--- src/rtl/mdu_pkg.sv ---
`default_nettype none
// ============================================================================
//  Module   : mdu_pkg
//  Purpose  : Shared constants for the iterative multiply/divide sequencer:
//             operation codes as presented by Execute, FSM state encodings
//             and small decode helpers.
//  Contents : OP_MULT/OP_MULTU/OP_DIV/OP_DIVU, S_IDLE/S_CALC/S_FIX,
//             op_is_div(), op_is_signed()
//  Revision : 1.0  initial release
// ============================================================================
package mdu_pkg;

  // Operation codes (OpE)
  localparam logic [1:0] OP_MULT  = 2'b00;
  localparam logic [1:0] OP_MULTU = 2'b01;
  localparam logic [1:0] OP_DIV   = 2'b10;
  localparam logic [1:0] OP_DIVU  = 2'b11;

  // Sequencer states (2-bit encoding; 2'b11 is unused and recovers to IDLE)
  localparam logic [1:0] S_IDLE = 2'b00;
  localparam logic [1:0] S_CALC = 2'b01;
  localparam logic [1:0] S_FIX  = 2'b10;

  function automatic logic op_is_div(input logic [1:0] op);
    return (op == OP_DIV) || (op == OP_DIVU);
  endfunction

  function automatic logic op_is_signed(input logic [1:0] op);
    return (op == OP_MULT) || (op == OP_DIV);
  endfunction

endpackage
`default_nettype wire

--- src/rtl/mdu_iter_core.sv ---
`default_nettype none
// ============================================================================
//  Module   : mdu_iter_core
//  Purpose  : One combinational iteration of the multiply/divide loop on
//             unsigned magnitudes.
//             mode=0 (multiply): acc = {partial_hi, multiplier_lo}; if the
//               multiplier LSB is set add the multiplicand to the high half,
//               then shift the whole 2W+1 value right by one.
//             mode=1 (divide): acc = {remainder, dividend_lo}; shift left by
//               one, trial-subtract the divisor from the remainder and keep
//               the difference (quotient bit 1) unless it borrowed.
//  Ports    : acc      in  2*DATA_WIDTH  current accumulator
//             operand  in  DATA_WIDTH    multiplicand / divisor magnitude
//             mode     in  1             0 multiply, 1 divide
//             acc_next out 2*DATA_WIDTH  accumulator after this step
//  Revision : 1.0  initial release
// ============================================================================
module mdu_iter_core #(
  parameter int DATA_WIDTH = 32
) (
  input  logic [2*DATA_WIDTH-1:0] acc,
  input  logic [DATA_WIDTH-1:0]   operand,
  input  logic                    mode,
  output logic [2*DATA_WIDTH-1:0] acc_next
);

  logic [DATA_WIDTH-1:0] w_hi;
  logic [DATA_WIDTH-1:0] w_lo;
  logic [DATA_WIDTH:0]   w_sum;
  logic [DATA_WIDTH:0]   w_shift;
  logic [DATA_WIDTH:0]   w_diff;

  assign w_hi = acc[2*DATA_WIDTH-1:DATA_WIDTH];
  assign w_lo = acc[DATA_WIDTH-1:0];

  // Multiply: carry out of the add becomes the new MSB after the shift.
  assign w_sum = {1'b0, w_hi} + (w_lo[0] ? {1'b0, operand} : '0);

  // Divide: the remainder is always below the divisor (or the divisor is zero
  // and the remainder holds at most W-1 dividend bits), so the shifted value
  // minus the divisor lands below 2^W when it fits and wraps to >= 2^W when it
  // does not. Bit W of the difference is therefore the borrow.
  assign w_shift = {w_hi, w_lo[DATA_WIDTH-1]};
  assign w_diff  = w_shift - {1'b0, operand};

  always_comb begin
    acc_next = acc;
    if (!mode) begin
      acc_next = {w_sum, w_lo[DATA_WIDTH-1:1]};
    end else if (w_diff[DATA_WIDTH]) begin
      acc_next = {w_shift[DATA_WIDTH-1:0], w_lo[DATA_WIDTH-2:0], 1'b0};
    end else begin
      acc_next = {w_diff[DATA_WIDTH-1:0], w_lo[DATA_WIDTH-2:0], 1'b1};
    end
  end

endmodule
`default_nettype wire

--- src/rtl/muldiv_sequencer.sv ---
`default_nettype none
// ============================================================================
//  Module   : muldiv_sequencer
//  Purpose  : Multi-cycle controller for MULT/MULTU/DIV/DIVU and the HI/LO
//             registers. Latches operand magnitudes and result signs at
//             start, runs DATA_WIDTH iterations, then applies signs and
//             writes HI/LO in a final FIX cycle.
//  Ports    : CLK     in   1    clock, rising edge
//             RST     in   1    asynchronous active-low reset
//             StartE  in   1    MULT*/DIV* present in Execute
//             OpE     in   2    00 MULT, 01 MULTU, 10 DIV, 11 DIVU
//             SrcAE   in   W    rs operand (multiplicand / dividend)
//             SrcBE   in   W    rt operand (multiplier / divisor)
//             MtHiE   in   1    MTHI in Execute (HI <= SrcAE)
//             MtLoE   in   1    MTLO in Execute (LO <= SrcAE)
//             MdUseD  in   1    Decode instruction uses the unit
//             HI      out  W    HI register
//             LO      out  W    LO register
//             BusyMD  out  1    unit in CALC or FIX
//             StallMD out  1    BusyMD & MdUseD
//             DoneMD  out  1    high in the cycle HI/LO take the result
//  Revision : 1.0  initial release
// ============================================================================
module muldiv_sequencer
  import mdu_pkg::*;
#(
  parameter int DATA_WIDTH = 32,
  parameter int CNT_WIDTH  = 5
) (
  input  logic                  CLK,
  input  logic                  RST,
  input  logic                  StartE,
  input  logic [1:0]            OpE,
  input  logic [DATA_WIDTH-1:0] SrcAE,
  input  logic [DATA_WIDTH-1:0] SrcBE,
  input  logic                  MtHiE,
  input  logic                  MtLoE,
  input  logic                  MdUseD,
  output logic [DATA_WIDTH-1:0] HI,
  output logic [DATA_WIDTH-1:0] LO,
  output logic                  BusyMD,
  output logic                  StallMD,
  output logic                  DoneMD
);

  localparam logic [CNT_WIDTH-1:0] c_LAST = CNT_WIDTH'(DATA_WIDTH - 1);

  logic [1:0]              r_state;
  logic [1:0]              w_next;
  logic [CNT_WIDTH-1:0]    r_cnt;
  logic [2*DATA_WIDTH-1:0] r_acc;
  logic [2*DATA_WIDTH-1:0] w_acc_next;
  logic [DATA_WIDTH-1:0]   r_opnd;
  logic                    r_div;
  logic                    r_neg_q;   // product / quotient negative
  logic                    r_neg_r;   // remainder negative (dividend sign)
  logic                    r_dz;      // divide by zero
  logic [DATA_WIDTH-1:0]   r_hi;
  logic [DATA_WIDTH-1:0]   r_lo;
  logic                    w_busy;
  logic                    w_done;
  logic                    w_accept;

  // --------------------------------------------------------------------------
  // Operand capture decode
  // --------------------------------------------------------------------------
  logic                  w_op_div;
  logic                  w_op_signed;
  logic                  w_a_neg;
  logic                  w_b_neg;
  logic [DATA_WIDTH-1:0] w_abs_a;
  logic [DATA_WIDTH-1:0] w_abs_b;

  assign w_op_div    = op_is_div(OpE);
  assign w_op_signed = op_is_signed(OpE);
  assign w_a_neg     = w_op_signed & SrcAE[DATA_WIDTH-1];
  assign w_b_neg     = w_op_signed & SrcBE[DATA_WIDTH-1];
  // -0x80000000 wraps back to 0x80000000, which is the correct unsigned magnitude.
  assign w_abs_a     = w_a_neg ? (~SrcAE + 1'b1) : SrcAE;
  assign w_abs_b     = w_b_neg ? (~SrcBE + 1'b1) : SrcBE;
  assign w_accept    = (r_state == S_IDLE) & StartE;

  // --------------------------------------------------------------------------
  // FSM: state register / next state / outputs
  // --------------------------------------------------------------------------
  always_ff @(posedge CLK or negedge RST) begin
    if (!RST) begin
      r_state <= S_IDLE;
    end else begin
      r_state <= w_next;
    end
  end

  always_comb begin
    w_next = r_state;
    case (r_state)
      S_IDLE:  if (StartE) w_next = S_CALC;
      S_CALC:  if (r_cnt == c_LAST) w_next = S_FIX;
      S_FIX:   w_next = S_IDLE;
      default: w_next = S_IDLE;
    endcase
  end

  always_comb begin
    w_busy = 1'b0;
    w_done = 1'b0;
    case (r_state)
      S_CALC:  w_busy = 1'b1;
      S_FIX: begin
        w_busy = 1'b1;
        w_done = 1'b1;
      end
      default: ;
    endcase
  end

  // --------------------------------------------------------------------------
  // Iteration counter
  // --------------------------------------------------------------------------
  always_ff @(posedge CLK or negedge RST) begin
    if (!RST) begin
      r_cnt <= '0;
    end else if (w_accept) begin
      r_cnt <= '0;
    end else if (r_state == S_CALC) begin
      r_cnt <= (r_cnt == c_LAST) ? '0 : r_cnt + 1'b1;
    end
  end

  // --------------------------------------------------------------------------
  // Iteration datapath
  // --------------------------------------------------------------------------
  mdu_iter_core #(
    .DATA_WIDTH (DATA_WIDTH)
  ) u_iter (
    .acc      (r_acc),
    .operand  (r_opnd),
    .mode     (r_div),
    .acc_next (w_acc_next)
  );

  always_ff @(posedge CLK or negedge RST) begin
    if (!RST) begin
      r_acc   <= '0;
      r_opnd  <= '0;
      r_div   <= 1'b0;
      r_neg_q <= 1'b0;
      r_neg_r <= 1'b0;
      r_dz    <= 1'b0;
    end else if (w_accept) begin
      r_div   <= w_op_div;
      r_neg_q <= w_a_neg ^ w_b_neg;
      r_neg_r <= w_a_neg;
      r_dz    <= w_op_div & (SrcBE == '0);
      if (w_op_div) begin
        r_acc  <= {{DATA_WIDTH{1'b0}}, w_abs_a};  // remainder 0, dividend low
        r_opnd <= w_abs_b;
      end else begin
        r_acc  <= {{DATA_WIDTH{1'b0}}, w_abs_b};  // partial 0, multiplier low
        r_opnd <= w_abs_a;
      end
    end else if (r_state == S_CALC) begin
      r_acc <= w_acc_next;
    end
  end

  // --------------------------------------------------------------------------
  // Sign fix-up
  // --------------------------------------------------------------------------
  logic [2*DATA_WIDTH-1:0] w_prod;
  logic [DATA_WIDTH-1:0]   w_quo;
  logic [DATA_WIDTH-1:0]   w_rem;
  logic [DATA_WIDTH-1:0]   w_res_hi;
  logic [DATA_WIDTH-1:0]   w_res_lo;

  assign w_prod = r_neg_q ? (~r_acc + 1'b1) : r_acc;
  // Divide by zero: the magnitude loop leaves |dividend| as remainder, so the
  // dividend-sign fix-up restores the raw dividend in HI; only LO is forced.
  assign w_quo  = r_dz    ? {DATA_WIDTH{1'b1}} :
                  r_neg_q ? (~r_acc[DATA_WIDTH-1:0] + 1'b1) : r_acc[DATA_WIDTH-1:0];
  assign w_rem  = r_neg_r ? (~r_acc[2*DATA_WIDTH-1:DATA_WIDTH] + 1'b1)
                          : r_acc[2*DATA_WIDTH-1:DATA_WIDTH];

  assign w_res_hi = r_div ? w_rem : w_prod[2*DATA_WIDTH-1:DATA_WIDTH];
  assign w_res_lo = r_div ? w_quo : w_prod[DATA_WIDTH-1:0];

  // --------------------------------------------------------------------------
  // HI / LO
  // --------------------------------------------------------------------------
  always_ff @(posedge CLK or negedge RST) begin
    if (!RST) begin
      r_hi <= '0;
      r_lo <= '0;
    end else if (r_state == S_FIX) begin
      r_hi <= w_res_hi;
      r_lo <= w_res_lo;
    end else if ((r_state == S_IDLE) && !StartE) begin
      // A start in the same cycle takes priority over MTHI/MTLO.
      if (MtHiE) r_hi <= SrcAE;
      if (MtLoE) r_lo <= SrcAE;
    end
  end

  assign HI      = r_hi;
  assign LO      = r_lo;
  assign BusyMD  = w_busy;
  assign DoneMD  = w_done;
  assign StallMD = w_busy & MdUseD;

  // A start reaching Execute while busy is dropped; it is only legitimate if
  // the hazard unit was stalling at the same time.
  a_no_unstalled_start : assert property (
    @(posedge CLK) disable iff (!RST) (StartE && w_busy) |-> StallMD
  ) else $error("muldiv_sequencer: StartE while unit busy without stall");

endmodule
`default_nettype wire

--- config.mk ---
export PLATFORM = sky130hd
export DESIGN_NAME = muldiv_sequencer
export DESIGN_NICKNAME = d
export VERILOG_FILES = /design/src/rtl/mdu_pkg.sv /design/src/rtl/mdu_iter_core.sv /design/src/rtl/muldiv_sequencer.sv
export SDC_FILE = /design/constraint.sdc
export NUM_CORES = 1
export LEC_CHECK = 0
export BUFFER_PORTS_ARGS = -buffer_cell sky130_fd_sc_hd__clkbuf_2
export CAP_MARGIN = 20
export CORE_UTILIZATION = 42
export DETAILED_ROUTE_END_ITERATION = 16
export HOLD_SLACK_MARGIN = 0.02
export PLACE_DENSITY = 0.65
export SETUP_SLACK_MARGIN = 0.5
export SLEW_MARGIN = 20
export SYNTH_ARGS = -nofsm -noshare
export SYNTH_HDL_FRONTEND = slang
export SYNTH_SLANG_ARGS = --single-unit
export TNS_END_PERCENT = 1
--- constraint.sdc ---
create_clock -name CLK -period 4.95 [get_ports CLK]
set_clock_uncertainty 0.1 [all_clocks]
set_input_delay 0.495 -clock CLK [delete_from_list [all_inputs] [get_ports CLK]]
set_output_delay 0.495 -clock CLK [all_outputs]
set_load 0.005 [all_outputs]
### Word level (Yosys, flattened, before mapping)

Cells that the tools add are included.

* flip-flop bits (word level): 171
* input bits: 72
* output and inout port bits: 67

* $add $sub $neg: 8
* equality and inequality tests: 7
* multiplexer cells: 29
* bitwise logic cells: 11
* reduce and logical (&&, ||, !) cells: 15

Operators by type and width (count)
* $mux W32: 16
* $mux W64: 5
* $add A32 B1 Y32 const B: 4
* $not A32 Y32: 4
* $add A64 B1 Y64 const B: 1
* $not A64 Y64: 1
* $add A32 B33 Y33: 1
* $sub A33 B32 Y33: 1
* $logic_not A32 Y1: 1
* $mux W5: 3
* $reduce_bool A2 Y1: 4
* $eq A2 B2 Y1 const B: 3
* $reduce_and A2 Y1: 3
* $add A5 B1 Y5 const B: 1
* $and A1 B1 Y1: 5
* $eq A5 B5 Y1 const B: 1
* $logic_not A2 Y1: 2
* $mux W2: 2
* $ne A2 B2 Y1 const B: 2
* $pmux W2 S2: 1
* $eq A2 B1 Y1 const B: 1
* $logic_or A1 B1 Y1: 2
* $mux W1: 2
* $reduce_or A2 Y1: 1
* other kinds (3): 3

### Logic depth before layout (Yosys ltp)

Gate-level depths: netlist (run 1).

* depth after elaboration: 6
* mapped depth: 15

### Cells and area by module

Synthesis (run 1) repeated with hierarchy kept, for this count alone.

* cell total of the unflattened synthesis: 1967
* area, all modules: 15964.1 µm²

By module, submodules not included
* muldiv_sequencer: instances 1, cells each 1315, area each 11438.5 µm²
* mdu_iter_core: instances 1, cells each 652, area each 4525.6 µm²

### Worst setup path before layout (run 1)

No wires, ideal clock.

* kind: register to register
* from: register r_acc[31]
* to: register r_acc[39]
* library setup time: 120 ps
* arrival: 3380 ps
* required time: 4730 ps
* setup slack: 1351 ps
* cell stages (with the launch flop): 15
* buffers on the path: 1
* period minus slack after synthesis: 3599 ps
* cells stage by stage: dfrtp_1 > inv_1 > ha_1 > fa_1 > nand2b_1 > a21oi_1 > o21bai_1 > a2111oi_0 > nor3_1 > o21ai_1 > xor2_1 > buf_2 > mux2_2 > a21oi_1 > nor2_1

* longest elaborated chain between the ends: 5

Ends and longest elaborated chain
* start, declared: RTL line muldiv_sequencer.sv:51 `logic [2*DATA_WIDTH-1:0] r_acc;`
* start signal, assigned: RTL line muldiv_sequencer.sv:156 `r_acc <= {{DATA_WIDTH{1'b0}}, w_abs_a};`
* start signal, assigned: RTL line muldiv_sequencer.sv:159 `r_acc <= {{DATA_WIDTH{1'b0}}, w_abs_b};`
* start signal, assigned: RTL line muldiv_sequencer.sv:163 `r_acc <= w_acc_next;`
* $sub A33 B32 Y33: RTL line mdu_iter_core.sv:44 `assign w_diff = w_shift - {1'b0, operand};`
* $mux W64: RTL line mdu_iter_core.sv:50 `end else if (w_diff[DATA_WIDTH]) begin`
* $mux W64: RTL line mdu_iter_core.sv:48 `if (!mode) begin`
* $mux W64: RTL line muldiv_sequencer.sv:162 `end else if (r_state == S_CALC) begin`
* $mux W64: RTL line muldiv_sequencer.sv:150 `end else if (w_accept) begin`

No other way between the ends. The select of a mux whose other input is x is not followed.
A chain may end at the register's enable or synchronous reset.

### Worst setup path after layout (run 1)

* from: register r_acc[0]
* to: register r_acc[57]

* longest elaborated chain between the ends: 5

Ends and longest elaborated chain
* $mux W32: RTL line mdu_iter_core.sv:37 `assign w_sum = {1'b0, w_hi} + (w_lo[0] ? {1'b0, operand} : '0);`
* $add A32 B33 Y33: RTL line mdu_iter_core.sv:37
* $mux W64: RTL line mdu_iter_core.sv:48
* $mux W64: RTL line muldiv_sequencer.sv:162
* $mux W64: RTL line muldiv_sequencer.sv:150

No other way between the ends. The select of a mux whose other input is x is not followed.

==> report_table.html, run 1 <==
<table>
<tr><th>Metric</th><th>Value</th></tr>
<tr><th colspan="2">CTS</th></tr>
<tr><td>Total CTS buffers</td><td>17</td></tr>
<tr><td>CTS tree</td><td>yes</td></tr>
<tr><td>Reg clk slew, reported paths</td><td>roughly 0.090 ns</td></tr>
<tr><td>Number of buffers inserted by post-CTS setup repair</td><td>0</td></tr>
<tr><td>Count of hold-fix buffers inserted at cts</td><td>0</td></tr>
<tr><td>Worst-skew pair later-pin latency</td><td>around 0.46 ns</td></tr>
<tr><td>CTS sink cnt</td><td>171</td></tr>
<tr><td>Number of gates resized after CTS</td><td>0</td></tr>
<tr><td>Root buf cell</td><td>sky130_fd_sc_hd__clkbuf_16</td></tr>
<tr><td>Maximum buffer depth of the clock tree</td><td>2</td></tr>
<tr><td>Number of H-tree branching levels</td><td>4</td></tr>
<tr><th colspan="2">STA</th></tr>
<tr><td>Final Slew Violations</td><td>0</td></tr>
<tr><td>Max-slew headroom at the worst pin</td><td>28.2%</td></tr>
<tr><td>Number of hold violations in the final report</td><td>0</td></tr>
<tr><td>Unrepaired setup endpoints after global routing</td><td>yes</td></tr>
<tr><td>Number of endpoints failing setup at the final stage</td><td>0</td></tr>
<tr><td>Hold WS</td><td>approximately 0.053 ns</td></tr>
<tr><td>Maximum clock frequency</td><td>0.240 GHz</td></tr>
<tr><td>Measured slew at the worst slew-check pin</td><td>~1.1 ns</td></tr>
<tr><td>Final critical delay including setup and external delays</td><td>between 4 and 5 ns</td></tr>
<tr><td>Tcrit/Tclk final</td><td>a little over four fifths</td></tr>
<tr><td>Fin Setup TNS</td><td>0 ns</td></tr>
<tr><th colspan="2">Critical path</th></tr>
<tr><td>Endpoint kind of the worst setup timing path</td><td>flip-flop</td></tr>
<tr><td>Worst setup SP type</td><td>flip-flop</td></tr>
<tr><td>Cell with the biggest individual delay on the critical path</td><td>sky130_fd_sc_hd__o41ai_1</td></tr>
<tr><td>Crit path arrival time</td><td>roughly 4.4 ns</td></tr>
<tr><td>Delay of the slowest cell on the worst path</td><td>approximately 0.64 ns</td></tr>
<tr><td>Max Fanout on Critical Path</td><td>15</td></tr>
<tr><td>List of cells traversed by the critical path</td><td>clkinvlp_4 &gt; nor2_1 &gt; ha_1 &gt; a21oi_1 &gt; nor2b_1 &gt; o41ai_1 &gt; and4b_1 &gt; o21ai_0 &gt; buf_4 &gt; a21oi_1 &gt; nor2_1 &gt; xnor2_1 &gt; o32ai_1 &gt; a211o_1</td></tr>
<tr><td>Critical setup path kind</td><td>reg -&gt; reg</td></tr>
<tr><td>Required arrival time at the worst endpoint</td><td>around 5.2 ns</td></tr>
<tr><th colspan="2">GRT</th></tr>
<tr><td>Largest net degree at the start of global routing</td><td>~110</td></tr>
<tr><td>Overall routing resource usage</td><td>29.9%</td></tr>
<tr><td>Number of global-route vias before repair</td><td>between 10,000 and 15,000</td></tr>
<tr><td>Initial antenna violation count</td><td>3</td></tr>
<tr><td>Global route overflow</td><td>0</td></tr>
<tr><td>Wire length of the first global-routing pass</td><td>slightly above 80 mm</td></tr>
<tr><th colspan="2">Synthesis</th></tr>
<tr><td>Total standard cell area after synthesis</td><td>roughly 0.015 sq mm</td></tr>
<tr><td>Prevailing post-synth register cell</td><td>sky130_fd_sc_hd__dfrtp_1</td></tr>
<tr><td>Async set-reset flop share out of synthesis</td><td>between 90% and 100%</td></tr>
<tr><td>Post-synthesis net count</td><td>~2,000</td></tr>
<tr><td>Yosys reg bits</td><td>roughly 170</td></tr>
<tr><td>Number of warning messages in the yosys log</td><td>0</td></tr>
<tr><td>Number of cells produced by synthesis</td><td>~1,900</td></tr>
<tr><td>Number of distinct standard cells referenced by the synthesized netlist</td><td>70</td></tr>
<tr><td>Post-synth EDFFs</td><td>0</td></tr>
<tr><td>Avg Cell Area, Syn</td><td>between 7 and 8 sq um</td></tr>
<tr><td>Seq/Total Area, Yosys</td><td>28.7%</td></tr>
<tr><th colspan="2">Pwr</th></tr>
<tr><td>Worst voltage drop across the vdd grid</td><td>between 0.0003 and 0.0004 V</td></tr>
<tr><td>Power density relative to cell area</td><td>between 600 and 700 mW/mm^2</td></tr>
<tr><td>Total leakage power</td><td>about 0.0076 uW</td></tr>
<tr><th colspan="2">Place</th></tr>
<tr><td>Post-placement cell area</td><td>~0.016 sq mm</td></tr>
<tr><td>Gpl congestion</td><td>0.974</td></tr>
<tr><td>Count of input and output buffers</td><td>about 140</td></tr>
<tr><td>DP HPWL</td><td>between 40 and 50 mm</td></tr>
<tr><th colspan="2">Layout</th></tr>
<tr><td>Layout area overhead</td><td>11.4%</td></tr>
<tr><td>Most common cell after layout, fill and taps aside</td><td>sky130_fd_sc_hd__o21ai_0</td></tr>
<tr><td>Area of all placed cells without fillers</td><td>~0.017 sq mm</td></tr>
<tr><td>Final net count</td><td>about 2,100</td></tr>
<tr><td>Proportion of layout cells with a drive suffix above 1</td><td>11.7%</td></tr>
<tr><td>Core utilization of the finished layout</td><td>between 40% and 50%</td></tr>
<tr><td>Number of inserted filler cells in the final layout</td><td>about 3,400</td></tr>
<tr><td>Most frequent cells in the layout</td><td>sky130_fd_sc_hd__o21ai_0, sky130_fd_sc_hd__nand2_1, sky130_fd_sc_hd__dfrtp_1, sky130_fd_sc_hd__nor2_1, sky130_fd_sc_hd__a21oi_1</td></tr>
<tr><th colspan="2">Floorplanning</th></tr>
<tr><td>Placement row count</td><td>between 60 and 70</td></tr>
<tr><td>Initial Utilization</td><td>43.0%</td></tr>
<tr><td>Die Span X</td><td>about 190 um</td></tr>
<tr><td>Die H</td><td>190 um</td></tr>
<tr><td>I/O pin count</td><td>139</td></tr>
<tr><td>Full die area</td><td>around 0.036 sq mm</td></tr>
<tr><td>Placeable core region</td><td>0.0347 sq mm</td></tr>
<tr><th colspan="2">Routing</th></tr>
<tr><td>Iter 0 DRT Violations</td><td>1,622</td></tr>
<tr><td>DRC errors left</td><td>0</td></tr>
<tr><td>Total wire length</td><td>roughly 54 mm</td></tr>
<tr><td>Detail-routed net length per standard cell</td><td>22.6 um</td></tr>
<tr><td>Routed via count</td><td>14,800</td></tr>
<tr><td>Drt pass-1 iters</td><td>5</td></tr>
<tr><td>Vias per std cell</td><td>between 6 and 7</td></tr>
<tr><td>Remaining antenna violation count after routing</td><td>0</td></tr>
<tr><th colspan="2">Job</th></tr>
<tr><td>Number of maximum-capacitance constraint violations</td><td>0</td></tr>
<tr><th colspan="2">Min path</th></tr>
<tr><td>Worst min path class</td><td>in -&gt; async</td></tr>
<tr><th colspan="2">Run status</th></tr>
<tr><td>Status</td><td>complete, no violations</td></tr>
</table>
-- final cells by class --
type / count / area [sq um] / area share, %
Multi-Input combinational cell: 1515 / 9970 / 60.0
Clock buffer: 17 / 425 / 2.56
Sequential cell: 171 / 4280 / 25.7
Timing Repair Buffer: 159 / 897 / 5.40
Antenna cell: 1 / 2.50 / 0.0151
Inverter: 68 / 259 / 1.56
Clock inverter: 15 / 221 / 1.33
Tap cell: 455 / 569 / 3.42
-- synthesized netlist by cell type, types with 19 or more instances --
library cell | number | area share, %
sky130_fd_sc_hd__nand3_1 | 34 | 1.1
sky130_fd_sc_hd__mux2i_1 | 109 | 7.3
sky130_fd_sc_hd__a21o_1 | 33 | 1.7
sky130_fd_sc_hd__inv_1 | 68 | 1.7
sky130_fd_sc_hd__a21oi_1 | 141 | 4.7
sky130_fd_sc_hd__a31oi_1 | 19 | 0.80
sky130_fd_sc_hd__o21ai_0 | 198 | 6.6
sky130_fd_sc_hd__o31ai_1 | 27 | 1.4
sky130_fd_sc_hd__clkbuf_1 | 101 | 2.5
sky130_fd_sc_hd__o211ai_1 | 59 | 3.0
sky130_fd_sc_hd__xnor2_1 | 95 | 5.6
sky130_fd_sc_hd__nor2_1 | 142 | 3.6
sky130_fd_sc_hd__dfrtp_1 | 171 | 29
sky130_fd_sc_hd__or3_1 | 22 | 0.92
sky130_fd_sc_hd__xor2_1 | 81 | 4.8
sky130_fd_sc_hd__nor3_1 | 29 | 0.97
sky130_fd_sc_hd__a22oi_1 | 41 | 2.1
sky130_fd_sc_hd__nand2_1 | 200 | 5.0
sky130_fd_sc_hd__ha_1 | 74 | 6.2
-- registers in the layout, summed over array words and instances (netlist names) --
name and cells:
HI 32, r_opnd 32, r_cnt 5, r_acc 64, r_dz 1, LO 32
r_state 2, r_div 1, r_neg_r 1, r_neg_q 1
-- cell families after synthesis --
family	after synthesis	share of synthesized area [%]
multiplexers	111	7.46
AO/OA/AOI/OAI	604	25.1
XOR/XNOR	176	10.3
flip-flops	171	28.7
buffers and inverters	188	4.80
AND/OR/NAND/NOR	548	17.2
adder cells (fa/ha/maj)	76	6.47
-- metrics by stage --
| stage | total power (uW) | instances | worst slack, ns |
|---|---|---|---|
| finish | 11400 | 2401 | 0.790 |
| global route | 12200 | 2400 | 0.450 |
| CTS | 11300 | 2400 | 0.751 |
| detailed placement | 9750 | 2368 | 0.766 |
| global placement | 9680 | 2368 | 0.839 |
| floorplan | 7510 | 1874 | 1.35 |
-- routing by layer --
layer	wire length (um)	track usage (%)
met5	42	0
met4	2410	13.2
met3	4900	5.21
met2	22900	44.0
met1	24000	42.6
-- power breakdown --
part           switching [uW]  leakage (uW)  internal, uW
Clock                     714      0.000314           785
Combinational            4200       0.00517          2780
Sequential                874       0.00208          2040
-- final timing paths --
kind / to / startpoint / cells after the start / slack [ns]
setup / recovery: r_acc[57] / r_acc[0] / 14 / 0.79
hold / removal: LO[16] / RST / 1 / 0.05
setup reg to reg: r_acc[57] / r_acc[0] / 14 / 0.79
hold reg to reg: r_opnd[13] / r_opnd[13] / 2 / 0.40
max in group asynchronous: r_acc[39] / RST / 2 / 3.77
min in group CLK: r_neg_q / OpE[0] / 2 / 0.30
-- worst max-delay path: cells and delay by family (launching register included) --
kind	cells	cell delay (ns)
AO/OA/AOI/OAI	6	1.56
adder cells (fa/ha/maj)	1	0.30
AND/OR/NAND/NOR	4	0.80
buffers and inverters	2	0.57
flip-flops	1	0.47
XOR/XNOR	1	0.25
Note: power is estimated with default switching activity, not from simulation.
==> inputs of run 2 (changes only) <==
--- a/config.mk
+++ b/config.mk
@@ -10,7 +10,7 @@
 export CORE_UTILIZATION = 42
 export DETAILED_ROUTE_END_ITERATION = 16
 export HOLD_SLACK_MARGIN = 0.02
-export PLACE_DENSITY = 0.65
+export PLACE_DENSITY = 0.67
 export SETUP_SLACK_MARGIN = 0.5
 export SLEW_MARGIN = 20
 export SYNTH_ARGS = -nofsm -noshare
==> constraint.sdc (replaced) <==
create_clock -name CLK -period 3.4 [get_ports CLK]
set_clock_uncertainty 0.1 [all_clocks]
set_input_delay 0.34 -clock CLK [delete_from_list [all_inputs] [get_ports CLK]]
set_output_delay 0.34 -clock CLK [all_outputs]
set_load 0.005 [all_outputs]
==> report_table.html, run 2 (same netlist as run 1, synthesis figures left out) <==
<table>
<tr><th>Metric</th><th>Value</th></tr>
<tr><th colspan="2">Run status</th></tr>
<tr><td>Status</td><td>finished with violations</td></tr>
<tr><td>Violated checks</td><td>negative setup slack</td></tr>
<tr><th colspan="2">Layout</th></tr>
<tr><td>Final net count</td><td>2,288</td></tr>
<tr><td>Area occupied by registers</td><td>about 0.0043 sq mm</td></tr>
<tr><td>Core utilization of the finished layout</td><td>53.9%</td></tr>
<tr><td>Number of inserted filler cells in the final layout</td><td>3,206</td></tr>
<tr><td>Most frequent cells in the layout</td><td>sky130_fd_sc_hd__buf_4, sky130_fd_sc_hd__nand2_1, sky130_fd_sc_hd__o21ai_0, sky130_fd_sc_hd__dfrtp_1, sky130_fd_sc_hd__clkbuf_2</td></tr>
<tr><td>Layout area overhead</td><td>25.3%</td></tr>
<tr><td>Flip-flop count of the largest register, all copies and words added</td><td>64</td></tr>
<tr><td>Most common cell after layout, fill and taps aside</td><td>sky130_fd_sc_hd__buf_4</td></tr>
<tr><td>Area of all placed cells without fillers</td><td>between 0.015 and 0.02 sq mm</td></tr>
<tr><td>Total area of multi-input combinational cells</td><td>0.0104 sq mm</td></tr>
<tr><td>Proportion of layout cells with a drive suffix above 1</td><td>between 20% and 30%</td></tr>
<tr><td>Antenna diode count</td><td>0</td></tr>
<tr><td>Final standard cell count with taps included and fillers excluded</td><td>about 2,600</td></tr>
<tr><td>Register containing the most flip-flops in the final layout</td><td>r_acc</td></tr>
<tr><th colspan="2">STA</th></tr>
<tr><td>Maximum clock frequency</td><td>approximately 0.28 GHz</td></tr>
<tr><td>Min setup slack post-route</td><td>-0.135 ns</td></tr>
<tr><td>Number of hold violations in the final report</td><td>0</td></tr>
<tr><td>Final critical delay including setup and external delays</td><td>3.53 ns</td></tr>
<tr><td>Final Slew Violations</td><td>0</td></tr>
<tr><td>Number of endpoints failing setup at the final stage</td><td>14</td></tr>
<tr><td>Measured slew at the worst slew-check pin</td><td>a little over 0.9 ns</td></tr>
<tr><td>Unrepaired setup endpoints after global routing</td><td>yes</td></tr>
<tr><td>Max-slew headroom at the worst pin</td><td>around 38%</td></tr>
<tr><td>Tcrit/Tclk final</td><td>104%</td></tr>
<tr><th colspan="2">GRT</th></tr>
<tr><td>Largest net degree at the start of global routing</td><td>73</td></tr>
<tr><td>GR peak layer</td><td>met2</td></tr>
<tr><td>Number of global-route vias before repair</td><td>14,900</td></tr>
<tr><td>Met2 track demand over resource in global routing</td><td>about half</td></tr>
<tr><td>Wire length of the first global-routing pass</td><td>between 80 and 90 mm</td></tr>
<tr><td>Met3 usage in global routing</td><td>5.72%</td></tr>
<tr><td>Initial antenna violation count</td><td>1</td></tr>
<tr><td>Overall routing resource usage</td><td>31.8%</td></tr>
<tr><td>Global routing usage on met1</td><td>42.5%</td></tr>
<tr><td>Global route overflow</td><td>0</td></tr>
<tr><th colspan="2">Floorplanning</th></tr>
<tr><td>Full die area</td><td>0.0363 sq mm</td></tr>
<tr><td>I/O pin count</td><td>around 140</td></tr>
<tr><td>Placement row count</td><td>between 60 and 70</td></tr>
<tr><td>Initial Utilization</td><td>between 40% and 50%</td></tr>
<tr><td>Die H</td><td>190 um</td></tr>
<tr><td>Placeable core region</td><td>0.0347 sq mm</td></tr>
<tr><td>Die Span X</td><td>between 150 and 200 um</td></tr>
<tr><th colspan="2">CTS</th></tr>
<tr><td>Maximum buffer depth of the clock tree</td><td>2</td></tr>
<tr><td>Number of H-tree branching levels</td><td>4</td></tr>
<tr><td>Worst-skew pair later-pin latency</td><td>about 0.45 ns</td></tr>
<tr><td>Total CTS buffers</td><td>17</td></tr>
<tr><td>Reg clk slew, reported paths</td><td>around 0.07 ns</td></tr>
<tr><td>CTS tree</td><td>yes</td></tr>
<tr><td>CTS sink cnt</td><td>171</td></tr>
<tr><td>Root buf cell</td><td>sky130_fd_sc_hd__clkbuf_16</td></tr>
<tr><th colspan="2">Place</th></tr>
<tr><td>Setup slack after placement</td><td>-0.395 ns</td></tr>
<tr><td>Gpl congestion</td><td>0.982</td></tr>
<tr><td>Count of input and output buffers</td><td>138</td></tr>
<tr><td>DP HPWL</td><td>~45 mm</td></tr>
<tr><td>DP Cell Count</td><td>2,571</td></tr>
<tr><td>Post-placement cell area</td><td>0.0175 sq mm</td></tr>
<tr><th colspan="2">Job</th></tr>
<tr><td>Number of maximum-capacitance constraint violations</td><td>0</td></tr>
<tr><th colspan="2">Critical path</th></tr>
<tr><td>Worst reg2reg path depth</td><td>16</td></tr>
<tr><td>Required arrival time at the worst endpoint</td><td>roughly 3.6 ns</td></tr>
<tr><td>Crit path arrival time</td><td>between 3 and 4 ns</td></tr>
<tr><td>Cell with the biggest individual delay on the critical path</td><td>sky130_fd_sc_hd__or4b_2</td></tr>
<tr><td>Critical setup path kind</td><td>reg -&gt; reg</td></tr>
<tr><td>Endpoint kind of the worst setup timing path</td><td>flip-flop</td></tr>
<tr><td>List of cells traversed by the critical path</td><td>clkinvlp_4 &gt; buf_12 &gt; nor2_2 &gt; ha_4 &gt; nand4_1 &gt; a21oi_2 &gt; a211oi_2 &gt; or4b_2 &gt; o21ai_1 &gt; buf_4 &gt; nand2_1 &gt; o31ai_1 &gt; buf_4 &gt; xor2_1 &gt; nand2_1 &gt; o311ai_0</td></tr>
<tr><td>Worst setup SP type</td><td>flip-flop</td></tr>
<tr><td>Max Fanout on Critical Path</td><td>10</td></tr>
<tr><td>Delay of the slowest cell on the worst path</td><td>0.68 ns</td></tr>
<tr><th colspan="2">Routing</th></tr>
<tr><td>Iter 0 DRT Violations</td><td>1,574</td></tr>
<tr><td>Routed via count</td><td>around 16,000</td></tr>
<tr><td>Vias per std cell</td><td>approximately 6.0</td></tr>
<tr><td>Remaining antenna violation count after routing</td><td>0</td></tr>
<tr><td>Detail-routed net length per standard cell</td><td>between 20 and 25 um</td></tr>
<tr><td>Total wire length</td><td>58.4 mm</td></tr>
<tr><td>DRC errors left</td><td>0</td></tr>
<tr><td>Drt pass-1 iters</td><td>5</td></tr>
<tr><th colspan="2">Pwr</th></tr>
<tr><td>Total leakage power</td><td>approximately 0.0087 uW</td></tr>
<tr><td>Power density relative to cell area</td><td>between 1000 and 1500 mW/mm^2</td></tr>
<tr><td>Worst voltage drop across the vdd grid</td><td>~0.00056 V</td></tr>
<tr><th colspan="2">Min path</th></tr>
<tr><td>Number of cells on the worst hold path</td><td>4</td></tr>
<tr><td>Worst min path class</td><td>in -&gt; reg</td></tr>
</table>
## run 2: cell count changes in the layout (fill, tap and decap cells not counted), sizes merged, moves of 2 or more
cell,previous run,this run
clkinvlp,1,3
buf,22,229
inv,74,70
clkbuf,154,156
## run 2: timing repair
action,CTS,global route
cloned,1,0
setup buffers,1,2
hold endpoints to repair,69,0
pin swaps,28,16
hold buffers,1,0
gates resized for setup,74,48
endpoints found under the setup margin,94,101
## run 2: cell type report
class	count	share of cell area [%]
sequential	171	22.9
clock buffer	20	2.39
inverter	68	1.38
multi-input combinational	1515	55.8
tap	455	3.04
timing repair buffer	367	13.7
clock inverter	12	0.749
## run 2: power breakdown
part           total, uW  internal [uW]  switching (uW)  leakage, uW
clock network       2050           1110             933     0.000283
registers           3680           2980             698      0.00208
logic              13100           5660            7430      0.00633
total              18800           9750            9060      0.00869
## run 2: worst max-delay path, delay by kind of cell, from the launching register on
kind	cells	cell delay, ns
compound gates	5	0.72
fa+ha+maj	1	0.18
flops	1	0.39
xor+xnor	1	0.15
buf+inv	4	0.76
simple gates	5	1.12
## run 2: through the flow
| step | total power, uW | TNS, ns | hold slack, ns |
|---|---|---|---|
| after global routing | 20000 | -3.74 | 0.171 |
| after floorplan | 11000 | -0.0853 | -0.0556 |
| after detailed placement | 15700 | -15.24 | 0.322 |
| after CTS | 18400 | -0.637 | 0.145 |
| final | 18800 | -0.845 | 0.174 |
| after global placement | 15500 | -12.77 | 0.317 |
## run 2: layer usage
layer | vias up | part of all wire [%] | wire length [um]
met5 | - | 0 | 0
met2 | 762 | 45 | 26400
met3 | 120 | 8.5 | 4980
met1 | 7590 | 42 | 24600
met4 | 0 | 4.1 | 2410
li1 | 7289 | - | -
## run 2: worst paths after layout
kind | startpoint | slack, ns | endpoint
min in group asynchronous | RST | 0.36 | LO[18]
worst max-delay path | r_acc[0] | -0.13 | r_acc[61]
worst min register to register | r_opnd[30] | 0.39 | r_opnd[30]
max in group asynchronous | RST | 2.04 | r_cnt[2]
worst min-delay path | SrcBE[30] | 0.17 | r_dz
worst max register to register | r_acc[0] | -0.13 | r_acc[61]
